**src/rtl/digit_serial_adder.sv**
```systemverilog
// Digit-serial add/subtract: DIGIT bits per clock through a ripple chain, LSB digit first.
// Optional signed-overflow output enabled by defining DIGIT_SERIAL_ADDER_OVF_EN.

module full_adder_gate (
    input  logic a,
    input  logic b,
    input  logic ci,
    output logic s,
    output logic co
);
    assign s  = a ^ b ^ ci;
    assign co = (a & b) | (ci & (a ^ b));
endmodule

module digit_serial_adder #(
    parameter int WIDTH = 16,
    parameter int DIGIT = 4
) (
    input  logic             clk,
    input  logic             rst_n,
    input  logic             in_valid,
    output logic             in_ready,
    input  logic [WIDTH-1:0] a,
    input  logic [WIDTH-1:0] b,
    input  logic             cin,
    input  logic             sub,
    output logic             out_valid,
    input  logic             out_ready,
    output logic [WIDTH-1:0] sum,
    output logic             cout
`ifdef DIGIT_SERIAL_ADDER_OVF_EN
    ,
    output logic             ovf
`endif
);
    localparam int NUM_DIGITS = WIDTH / DIGIT;
    localparam int CNT_W      = (NUM_DIGITS > 1) ? $clog2(NUM_DIGITS) : 1;

    typedef enum logic [1:0] {IDLE, BUSY, DONE} state_t;

    state_t             state_reg, state_next;
    logic [WIDTH-1:0]   op_a_reg;
    logic [WIDTH-1:0]   op_b_reg;
    logic               carry_reg;
    logic [CNT_W-1:0]   cnt_reg;

    logic [DIGIT:0]     chain_c;
    logic [DIGIT-1:0]   digit_sum;
    logic [WIDTH-1:0]   acc_next;
    logic               last_digit;

    // Ripple chain over the current low digit of the operand shift registers.
    assign chain_c[0] = carry_reg;
    generate
        for (genvar gi = 0; gi < DIGIT; gi++) begin : g_chain
            full_adder_gate u_fa (
                .a  (op_a_reg[gi]),
                .b  (op_b_reg[gi]),
                .ci (chain_c[gi]),
                .s  (digit_sum[gi]),
                .co (chain_c[gi+1])
            );
        end
    endgenerate

    // op_a doubles as the result accumulator: consumed digits shift out the bottom
    // while result digits enter at the top, so after NUM_DIGITS shifts it holds the sum.
    assign acc_next   = (op_a_reg >> DIGIT) | (WIDTH'(digit_sum) << (WIDTH - DIGIT));
    assign last_digit = (cnt_reg == CNT_W'(NUM_DIGITS - 1));

    always_ff @(posedge clk or negedge rst_n) begin
        if (!rst_n) begin
            state_reg <= IDLE;
        end else begin
            state_reg <= state_next;
        end
    end

    always_comb begin
        state_next = state_reg;
        in_ready   = 1'b0;
        out_valid  = 1'b0;
        case (state_reg)
            IDLE: begin
                in_ready = 1'b1;
                if (in_valid) state_next = BUSY;
            end
            BUSY: begin
                if (last_digit) state_next = DONE;
            end
            DONE: begin
                out_valid = 1'b1;
                if (out_ready) state_next = IDLE;
            end
            default: state_next = IDLE;
        endcase
    end

    always_ff @(posedge clk or negedge rst_n) begin
        if (!rst_n) begin
            op_a_reg  <= '0;
            op_b_reg  <= '0;
            carry_reg <= 1'b0;
            cnt_reg   <= '0;
            sum       <= '0;
            cout      <= 1'b0;
`ifdef DIGIT_SERIAL_ADDER_OVF_EN
            ovf       <= 1'b0;
`endif
        end else if (state_reg == IDLE && in_valid) begin
            // Subtraction is a + ~b + ~cin, so the borrow-in becomes an inverted carry-in.
            op_a_reg  <= a;
            op_b_reg  <= sub ? ~b : b;
            carry_reg <= cin ^ sub;
            cnt_reg   <= '0;
        end else if (state_reg == BUSY) begin
            op_a_reg  <= acc_next;
            op_b_reg  <= op_b_reg >> DIGIT;
            carry_reg <= chain_c[DIGIT];
            cnt_reg   <= cnt_reg + 1'b1;
            if (last_digit) begin
                sum  <= acc_next;
                cout <= chain_c[DIGIT];
`ifdef DIGIT_SERIAL_ADDER_OVF_EN
                ovf  <= chain_c[DIGIT] ^ chain_c[DIGIT-1];
`endif
            end
        end
    end
endmodule

```
**config.mk**
```make
export PLATFORM = sky130hd
export DESIGN_NAME = digit_serial_adder
export DESIGN_NICKNAME = d
export VERILOG_FILES = /design/src/rtl/digit_serial_adder.sv
export SDC_FILE = /design/constraint.sdc
export NUM_CORES = 1
export LEC_CHECK = 0
export CORE_AREA = 3 3 75 77
export CTS_CLUSTER_DIAMETER = 30
export DETAILED_ROUTE_END_ITERATION = 10
export DIE_AREA = 0 0 78 80
export PLACE_DENSITY = 0.78
export SLEW_MARGIN = 15
export SYNTH_ARGS = -nofsm -noshare
export SYNTH_HDL_FRONTEND = slang
export SYNTH_SLANG_ARGS = --single-unit
```
**constraint.sdc**
```tcl
create_clock -name clk -period 2.5 [get_ports clk]
set_clock_uncertainty 0.15 [all_clocks]
set_input_delay 0.625 -clock clk [delete_from_list [all_inputs] [get_ports clk]]
set_output_delay 0.625 -clock clk [all_outputs]
set_load 0.01 [all_outputs]
```
=== After elaboration in Yosys (flattened, before gate mapping) ===
Index checks and enable logic that the tools add are counted.
W data, S select, Z words.

* Add/subtract/negate cells: 1
* Equality and inequality tests: 6
* Multiplexer cells: 15
* Bitwise operators: 24
* Reduce and logical (&&, ||, !) cells: 5

{| class="wikitable"
|+ Operators by type and width
! kind !! count
|-
| $mux W16 || 5
|-
| $not A16 Y16 || 1
|-
| $or A12 B16 Y16 || 1
|-
| $mux W2 || 5
|-
| $xor A1 B1 Y1 || 9
|-
| $and A1 B1 Y1 || 8
|-
| $ne A2 B2 Y1 const B || 3
|-
| $pmux W2 S3 || 1
|-
| $reduce_and A3 Y1 || 2
|-
| $eq A2 B2 Y1 const B || 2
|-
| $mux W1 || 4
|-
| $or A1 B1 Y1 || 4
|-
| $add A2 B1 Y2 const B || 1
|-
| $eq A2 B1 Y1 const B || 1
|-
| $logic_not A2 Y1 || 1
|-
| $reduce_bool A2 Y1 || 1
|-
| $logic_and A1 B1 Y1 || 1
|-
| $not A1 Y1 || 1
|}

* Register bits after elaboration: 54

=== Depth between registers and ports, before layout ===
Gate-level depths: netlist of run 1.

* Depth after elaboration: 11
* Depth in mapped cells: 10
* Mapped depth without buffers: 10

=== By module ===
A second synthesis of run 1 with hierarchy kept.

* Cell total of the unflattened synthesis: 212
* Area, all modules: 2481.1 um2

{| class="wikitable"
|+ By module, submodules not included
! module !! instances !! cells an instance !! area an instance (um2) !! sequential area each (um2)
|-
| digit_serial_adder || 1 || 208 || 2401.1 || 1351.3
|-
| full_adder_gate || 4 || 1 || 20.0 || 0.0
|}

=== Worst setup path before layout of run 1 ===
OpenSTA, ideal clock, no wires.

* Kind: register to register
* From: register carry_reg
* To: register op_a_reg[15]
* Data arrival time: 2061 ps
* Data required time: 2284 ps
* Slack: 223 ps
* Cell stages (with the launch flop): 10
* Buffers on the path: 0
* Cells stage by stage: dfrtp_1 > fa_1 > inv_1 > fa_1 > inv_1 > fa_1 > inv_1 > fa_1 > nor2_1 > a221o_1

* Cells in the longest elaborated chain, start to end: 10

{| class="wikitable"
|+ Ends and longest elaborated chain
! item !! RTL line !! RTL
|-
| start, declared || 44 || <nowiki>logic carry_reg;</nowiki>
|-
| start signal, assigned || 114 || <nowiki>carry_reg <= cin ^ sub;</nowiki>
|-
| start signal, assigned || 119 || <nowiki>carry_reg <= chain_c[DIGIT];</nowiki>
|-
| $and A1 B1 Y1 || 12 || <nowiki>assign co = (a & b) | (ci & (a ^ b));</nowiki>
|-
| $or A1 B1 Y1 || 12 ||
|-
| $and A1 B1 Y1 || 12 ||
|-
| $or A1 B1 Y1 || 12 ||
|-
| $and A1 B1 Y1 || 12 ||
|-
| $or A1 B1 Y1 || 12 ||
|-
| $xor A1 B1 Y1 || 11 || <nowiki>assign s = a ^ b ^ ci;</nowiki>
|-
| $or A12 B16 Y16 || 68 || <nowiki>assign acc_next = (op_a_reg >> DIGIT) | (WIDTH'(digit_sum) << (WIDTH - DIGIT));</nowiki>
|-
| $mux W16 || 116 || <nowiki>end else if (state_reg == BUSY) begin</nowiki>
|-
| $mux W16 || 110 || <nowiki>end else if (state_reg == IDLE && in_valid) begin</nowiki>
|-
| end signal, assigned || 117 || <nowiki>op_a_reg <= acc_next;</nowiki>
|-
| end, declared || 42 || <nowiki>logic [WIDTH-1:0] op_a_reg;</nowiki>
|}

No other way between the ends. The select of a mux whose other input is x is not followed.
A chain may end at the register's enable or synchronous reset.

=== Worst setup path in the final report of run 1 ===
* From: register state_reg[1]
* To: output out_valid

* Cells in the longest elaborated chain, start to end: 2

{| class="wikitable"
|+ Ends and longest elaborated chain
! item !! RTL line !! RTL
|-
| start, declared || 41 || <nowiki>state_t state_reg, state_next;</nowiki>
|-
| start signal, assigned || 75 || <nowiki>state_reg <= state_next;</nowiki>
|-
| $eq A2 B2 Y1 || 83 || <nowiki>case (state_reg)</nowiki>
|-
| $mux W1 || 83 ||
|-
| end, declared || 27 || <nowiki>output logic out_valid,</nowiki>
|}

No other way between the ends.

==> impl_results.md, run 1 <==
* Synthesized area divided by synthesized cell count at 11.5 µm²
* Reg2reg start: op_a_reg[0]
* Fraction of final layout cells with drive strength greater than 1 at 15.4%
* Max-slew headroom at 63.4%
* DP Area at 3080 µm²
* Max_cap viols at 0
* Final design utilization at 63.3%
* Clock Tree Buf Depth at 2
* Die outline width at 78 µm
* Share of the synthesized area in the top cell type at 54.6%
* Area added between synthesis and finish at 29.9%
* CP Class: register to primary output
* Overall die height at 80 µm
* Biggest fanout along the worst timing path at 9
* Leak at 1.41 nW
* Crit path DAT at 1610 ps
* Post-route fraction of the period consumed by the critical path at 95.3%
* Post-route DRC at 0
* Final net count at 314
* Total vias in the final route at 1785
* Number of standard cells after synthesis at 216
* CTS tree: built
* Most instantiated library cell after synthesis: sky130_fd_sc_hd__dfrtp_1
* Net count after synthesis at 259
* Launch point of the worst path: state_reg[1]
* Library cell with the largest summed area after synthesis: sky130_fd_sc_hd__dfrtp_1
* Crit path launch type: register
* Power per standard cell area at 1190 nW/µm²
* Initial antenna violation count at 0
* Number of global-route vias before repair at 1701
* Initial core utilization at 48.7%
* Cell area after layout at 3210 µm²
* Routed length per placed instance at 14.7 µm
* Core area at 5070 µm²
* CP Capture Type: primary output
* Number of DRC violations after detailed-routing iteration 0 at 121
* Clock latency on the worst-skew pair at 310 ps
* Required time at the endpoint of the critical path at 1730 ps
* Half-perimeter wire length of the detailed placement result at 3550 µm
* Number of enable-type register cells in the synthesized netlist at 0
* First-pass GRT wire length at 8390 µm
* Final RePlAce weighted congestion at 0.772
* Final max-slew violation count at 0
* Main area contributors after synthesis: sky130_fd_sc_hd__dfrtp_1 (55%), sky130_fd_sc_hd__mux2_2 (6.4%), sky130_fd_sc_hd__xnor2_1 (6.0%), sky130_fd_sc_hd__a221o_1 (5.7%), sky130_fd_sc_hd__nand2_1 (5.2%)
* Min cycle time layout at 2380 ps
* Overall global routing resource usage at 17.3%
* Setup TNS at 0 ps
* Vias per cell at 5.22
* Fmax at 420 MHz
* Actual slew at the worst max-slew pin at 549 ps
* Final setup slack of the worst path at 117 ps
* Count of final hold-check violations at 0
* Largest net degree at the start of global routing at 32
* Overall power after layout at 3.84 mW
* Io pins at 57
* Area of the mapped netlist at 2470 µm²
* Post-synth top flop: sky130_fd_sc_hd__dfrtp_1
* Total of endpoints with negative setup slack in the final report at 0
* Class of the worst hold path: input port to asynchronous set/reset pin
* Maximum resistive drop on vdd at 0.525 mV
* Number of library cell types mapped by synthesis at 26
* Port-buffer cells at 56
* Yosys warns at 0
* Status: completed
* Sequential share of the synthesized area at 54.6%
* Total inserted antenna cells at 0
* Fraction of synthesis flops using an asynchronous set or reset pin at 100%
* CTS Hold Buffers Added at 0
* Leftover overflow at the end of global routing at 0
* Unrepaired setup endpoints after global routing: no
* Die ar. at 6240 µm²
* Total CTS buffers at 5
* Clk Tree Root Cell: sky130_fd_sc_hd__clkbuf_8
* Post-Route WL at 5040 µm
* DP Worst Slack at 58.0 ps
* Commonest cells post-synth: sky130_fd_sc_hd__dfrtp_1 (54), sky130_fd_sc_hd__nand2_1 (34), sky130_fd_sc_hd__xnor2_1 (17)
* Total iterations of the first detailed-routing run at 4
* Number of H-tree branching levels at 2
* Total number of placement rows at 26
* Antenna viol nets, final at 0
* Total clock sinks at 54
* Number of synthesized register bits at 54
* Clock-pin slew of the registers on the worst-case setup and hold paths at 100 ps
## cell type report
type                    count  area, µm²
repair buffers             64        628
flip-flops and latches     54       1350
fillers                   430       1860
multi-input cells         138       1010
clock buffers               6       72.6
inverters                   8       30.0
clock inverters             2       37.5
well taps                  70       87.6
## repair_timing
action	CTS	global route
setup buffers	1	0
endpoints found under the setup margin	1	3
pin swaps	1	2
endpoints found under the hold margin	0	0
resized for setup	0	8
## worst max-delay path: stages, from the launching register on
cell                              delay [ps]
sky130_fd_sc_hd__dfrtp_1                 570
sky130_fd_sc_hd__nand2b_1                130
sky130_fd_sc_hd__inv_1                    70
sky130_fd_sc_hd__clkdlybuf4s50_1         540
## cells in the final DEF, fill, tap and decap left out
| cell type | netlist | layout |
|---|---|---|
| sky130_fd_sc_hd__a211oi_1 | 1 | 1 |
| sky130_fd_sc_hd__inv_1 | 8 | 5 |
| sky130_fd_sc_hd__clkbuf_1 | 2 | 1 |
| sky130_fd_sc_hd__clkbuf_8 | 0 | 5 |
| sky130_fd_sc_hd__mux2_2 | 14 | 14 |
| sky130_fd_sc_hd__nand3b_1 | 1 | 1 |
| sky130_fd_sc_hd__buf_12 | 0 | 1 |
| sky130_fd_sc_hd__o21ai_0 | 6 | 6 |
| sky130_fd_sc_hd__dfrtp_2 | 0 | 1 |
| sky130_fd_sc_hd__o21bai_2 | 0 | 1 |
| sky130_fd_sc_hd__a22oi_1 | 14 | 14 |
| sky130_fd_sc_hd__nand2_1 | 34 | 34 |
| sky130_fd_sc_hd__inv_2 | 0 | 3 |
| sky130_fd_sc_hd__nand3_1 | 5 | 5 |
| sky130_fd_sc_hd__nand2b_1 | 2 | 2 |
| sky130_fd_sc_hd__ha_1 | 1 | 1 |
| sky130_fd_sc_hd__fa_2 | 0 | 3 |
| sky130_fd_sc_hd__clkdlybuf4s50_1 | 0 | 55 |
| sky130_fd_sc_hd__nor3b_4 | 1 | 1 |
| sky130_fd_sc_hd__clkinvlp_4 | 0 | 1 |
| sky130_fd_sc_hd__buf_4 | 1 | 7 |
| sky130_fd_sc_hd__dfrtp_1 | 54 | 53 |
| sky130_fd_sc_hd__buf_2 | 9 | 1 |
| sky130_fd_sc_hd__bufinv_16 | 0 | 1 |
| sky130_fd_sc_hd__or3b_4 | 1 | 1 |
| sky130_fd_sc_hd__a221o_1 | 14 | 14 |
| sky130_fd_sc_hd__xnor2_1 | 17 | 17 |
| sky130_fd_sc_hd__nor3b_2 | 0 | 1 |
| sky130_fd_sc_hd__a21oi_1 | 1 | 1 |
| sky130_fd_sc_hd__nor2_1 | 15 | 15 |
| sky130_fd_sc_hd__o21ai_1 | 4 | 4 |
| sky130_fd_sc_hd__nor2b_2 | 0 | 1 |
| sky130_fd_sc_hd__fa_1 | 4 | 1 |
## routing by layer
metal  part of all wire, %  wire (µm)  global-route usage, %  vias to the layer above
li1                      -          -                      -                      848
met1                    45       2290                   22.6                      867
met2                    47       2360                   27.9                       62
met3                   5.9        299                   4.97                        8
met4                   1.7         88                   5.59                        0
met5                     0          0                      0                        -
## report_power, final
group	internal (mW)	switching, mW
combinational	0.896	0.802
sequential	1.28	0.282
clock	0.299	0.280
## kinds of logic after synthesis
kind of cell             count (synthesis)  synth area share (%)
AND/OR/NAND/NOR                         61                  11.0
flip-flops                              54                  54.6
AO/OA/AOI/OAI                           41                  12.7
buffers and inverters                   24                  5.46
XOR/XNOR                                17                  6.02
multiplexers                            14                  6.37
adder cells (fa/ha/maj)                  5                  3.74
## metrics by stage
| stage | hold WS (ps) | cells |
|---|---|---|
| 2_1_floorplan | 179 | 216 |
| 3_3_place_gp | 312 | 333 |
| 3_5_place_dp | 319 | 333 |
| 4_1_cts | 156 | 342 |
| 5_1_grt | 169 | 342 |
| 6_report | 138 | 342 |
## path summary, 6_finish.rpt
check                           cells past startpoint  slack [ps]           end
worst max-delay path                                3         120     out_valid
worst min-delay path                                1         140        sum[7]
worst max register to register                      9         120  op_a_reg[15]
worst min register to register                      2         350   op_a_reg[3]
max in group asynchronous                           2        1510  op_b_reg[12]
min in group clk                                    2         350   op_a_reg[3]
Note: power is estimated with default switching activity, not from simulation.
==> run 2, diff against run 1 <==
==> constraint.sdc (replaced) <==
create_clock -name clk -period 2.5 [get_ports clk]
set_clock_uncertainty 0.15 [all_clocks]
set_input_delay 0.5 -clock clk [delete_from_list [all_inputs] [get_ports clk]]
set_output_delay 0.5 -clock clk [all_outputs]
set_load 0.01 [all_outputs]
==> run 2 against run 1 <==
  * Power down 5.1%
  * Cell count unchanged
  * Non-clock buffer count up 1
  * Maximum frequency up 0.10%
  * Largest power group unchanged
  * Via count down 1.0%
==> impl_results.md, run 2 (same netlist as run 1, synthesis figures left out) <==
* Fraction of final layout cells with drive strength greater than 1 at 12.5% (-2.9 points)
* Post-Route WL at 4870 µm (-3.4%)
* Clk Tree Root Cell: sky130_fd_sc_hd__clkbuf_8
* Setup TNS at 0 ps (unchanged)
* Clock-pin slew of the registers on the worst-case setup and hold paths at 90 ps (about the same)
* Core area at 5070 µm² (unchanged)
* Total vias in the final route at 1767 (-1.0%)
* Routed length per placed instance at 14.2 µm (-3.4%)
* Reg-to-Reg End: op_a_reg[15]
* Reg2reg setup slack at 120 ps (about the same)
* Max-slew headroom at 69.1% (+5.7 points)
* Total of endpoints with negative setup slack in the final report at 0 (unchanged)
* Die outline width at 78 µm (unchanged)
* Total clock sinks at 54 (unchanged)
* Largest net degree at the start of global routing at 30 (-6.3%)
* Min cycle time layout at 2380 ps (-2.50 ps)
* Die ar. at 6240 µm² (unchanged)
* CTS tree: built
* Biggest fanout along the worst timing path at 2 (-7)
* Half-perimeter wire length of the detailed placement result at 3530 µm (-0.69%)
* Total iterations of the first detailed-routing run at 4 (unchanged)
* Cell with the largest stage delay on the worst path: sky130_fd_sc_hd__dfrtp_1
* Number of global-route vias before repair at 1690 (-0.65%)
* Antenna viol nets, final at 0 (unchanged)
* Capture endpoint of the worst hold path: op_a_reg[1]
* Instance count after placement with tap cells included at 334 (+0.30%)
* DP Area at 3080 µm² (-0.16%)
* Filler Cells Inserted at 435 (+1.2%)
* Overall global routing resource usage at 16.8% (-0.51 points)
* Clock latency on the worst-skew pair at 290 ps (-20 ps)
* FF+latch area at 1350 µm² (about the same)
* CP Capture Type: register
* Final net count at 315 (+0.32%)
* Overall power after layout at 3.64 mW (-5.1%)
* Cell breakdown of the critical path: fa_2 -> inv_1 -> fa_1 -> inv_1 -> fa_1 -> inv_1 -> fa_1 -> nor2_1 -> a221o_1
* Launch point of the worst path: carry_reg
* Final RePlAce weighted congestion at 0.754 (-2.4%)
* Depth of the most critical reg-to-reg path at 9 (unchanged)
* Class of the worst hold path: register to register
* Leading cell type in the layout, fill and taps excluded: sky130_fd_sc_hd__clkdlybuf4s50_1
* Crit path launch type: register
* Overall die height at 80 µm (unchanged)
* Leak at 1.40 nW (-0.85%)
* Required time at the endpoint of the critical path at 2590 ps (+860 ps)
* Port-buffer cells at 56 (unchanged)
* Actual slew at the worst max-slew pin at 463 ps (-86.0 ps)
* Startpoint of the lowest-slack hold path: op_a_reg[1]
* CP max stage delay at 420 ps (-150 ps)
* Area of combinational cells with multiple inputs at 996 µm² (-0.99%)
* Dominant delay contributor by cell family on the critical path: adder cells
* Area added between synthesis and finish at 28.2%
* Post-route DRC at 0 (unchanged)
* Number of DRC violations after detailed-routing iteration 0 at 109 (-9.9%)
* Number of H-tree branching levels at 2 (unchanged)
* Post-route insts no fill at 342 (unchanged)
* Maximum resistive drop on vdd at 0.474 mV (-9.6%)
* Power per standard cell area at 1150 nW/µm² (-3.8%)
* Reg2reg start: carry_reg
* Initial core utilization at 48.7% (unchanged)
* Io pins at 57 (unchanged)
* Clock Tree Buf Depth at 2 (unchanged)
* First-pass GRT wire length at 8300 µm (-1.1%)
* CP Class: register to register
* Total inserted antenna cells at 0 (unchanged)
* Total CTS buffers at 5 (unchanged)
* Cell area after layout at 3170 µm² (-1.4%)
* Total number of placement rows at 26 (unchanged)
* Status: completed
* Max_cap viols at 0 (unchanged)
* Unrepaired setup endpoints after global routing: no
* Post-route fraction of the period consumed by the critical path at 95.2% (-0.10 points)
* Leftover overflow at the end of global routing at 0 (unchanged)
* Most frequent cells in the layout: sky130_fd_sc_hd__clkdlybuf4s50_1 (55), sky130_fd_sc_hd__dfrtp_1 (54), sky130_fd_sc_hd__nand2_1 (34)
* Cell depth of the worst min-delay path at 2
* Initial antenna violation count at 0 (unchanged)
* Final design utilization at 62.5% (-0.86 points)
* Crit path DAT at 2470 ps (+860 ps)
* Final max-slew violation count at 0 (unchanged)
* Count of final hold-check violations at 0 (unchanged)
* Number of buffer and inverter stages on the critical path at 3 (+1)
* Vias per cell at 5.17 (-1.0%)
* Fmax at 420 MHz (+0.10%)
-- run 2: changes by cell type in the layout (fill, tap and decap cells not counted) --
cell and change:
sky130_fd_sc_hd__bufinv_16 -1, sky130_fd_sc_hd__dfrtp_1 +1, sky130_fd_sc_hd__buf_12 -1, sky130_fd_sc_hd__dfrtp_2 -1, sky130_fd_sc_hd__nor3b_1 +1, sky130_fd_sc_hd__dlygate4sd3_1 +1
sky130_fd_sc_hd__inv_2 -3, sky130_fd_sc_hd__fa_2 -2, sky130_fd_sc_hd__nor3b_2 -1, sky130_fd_sc_hd__buf_4 +1, sky130_fd_sc_hd__inv_1 +3, sky130_fd_sc_hd__fa_1 +2
-- run 2: how the worst max path moves through the flow --
stage / end / slack [ps] / depth (start not counted)
after floorplan: op_a_reg[15] / 220 / 9
after global placement: op_a_reg[15] / 140 / 9
after detailed placement: op_a_reg[15] / 60 / 9
after CTS: op_a_reg[15] / 50 / 9
after global routing: op_a_reg[15] / 4 / 9
final: op_a_reg[15] / 120 / 9
-- run 2: stage by stage --
step / hold WS, ps / setup slack, ps
after floorplan: 54.4 / 223
after global placement: 313 / 143
after detailed placement: 321 / 62.6
after CTS: 342 / 46.3
after global routing: 350 / 4.03
final: 343 / 120
-- run 2: layout make-up --
class	count	share of cell area [%]
flip-flops and latches	54	42.6
well taps	70	2.76
clock buffers	6	2.29
clock inverters	1	0.237
multi-input cells	138	31.4
repair buffers	65	19.7
inverters	8	0.947
-- run 2: tightest hold or removal path: stages (launching register included) --
cell and delay, ps:
sky130_fd_sc_hd__dfrtp_1 350, sky130_fd_sc_hd__nand2_1 50, sky130_fd_sc_hd__nand2_1 60
-- run 2: repair_timing --
| action | 4_1_cts | 5_1_grt |
|---|---|---|
| setup buffers | 0 | 0 |
| hold buffers | 1 | 0 |
| setup endpoints to repair | 0 | 2 |
| resized for setup | 0 | 1 |
| hold endpoints to repair | 17 | 0 |
-- run 2: power by group --
part	internal, mW	switching, mW	leakage (nW)
Sequential	1.28	0.278	0.682
Clock	0.193	0.260	0.0373
Combinational	0.864	0.771	0.680
-- run 2: layer usage --
metal / up-vias / track usage (%) / part of all wire, %
li1: 852 / - / -
met3: 6 / 3.95 / 5.4
met4: 0 / 3.67 / 0.84
met5: - / 0 / 0
met2: 57 / 27.1 / 47
met1: 852 / 23.2 / 47
==> run 3, diff against run 2 <==
--- a/config.mk
+++ b/config.mk
@@ -6,7 +6,6 @@
 export NUM_CORES = 1
 export LEC_CHECK = 0
 export CORE_AREA = 3 3 75 77
-export CTS_CLUSTER_DIAMETER = 30
 export DETAILED_ROUTE_END_ITERATION = 10
 export DIE_AREA = 0 0 78 80
 export PLACE_DENSITY = 0.78
==> results of run 3 <==
The final DEF is identical to that of run 2; final timing and power are the same.
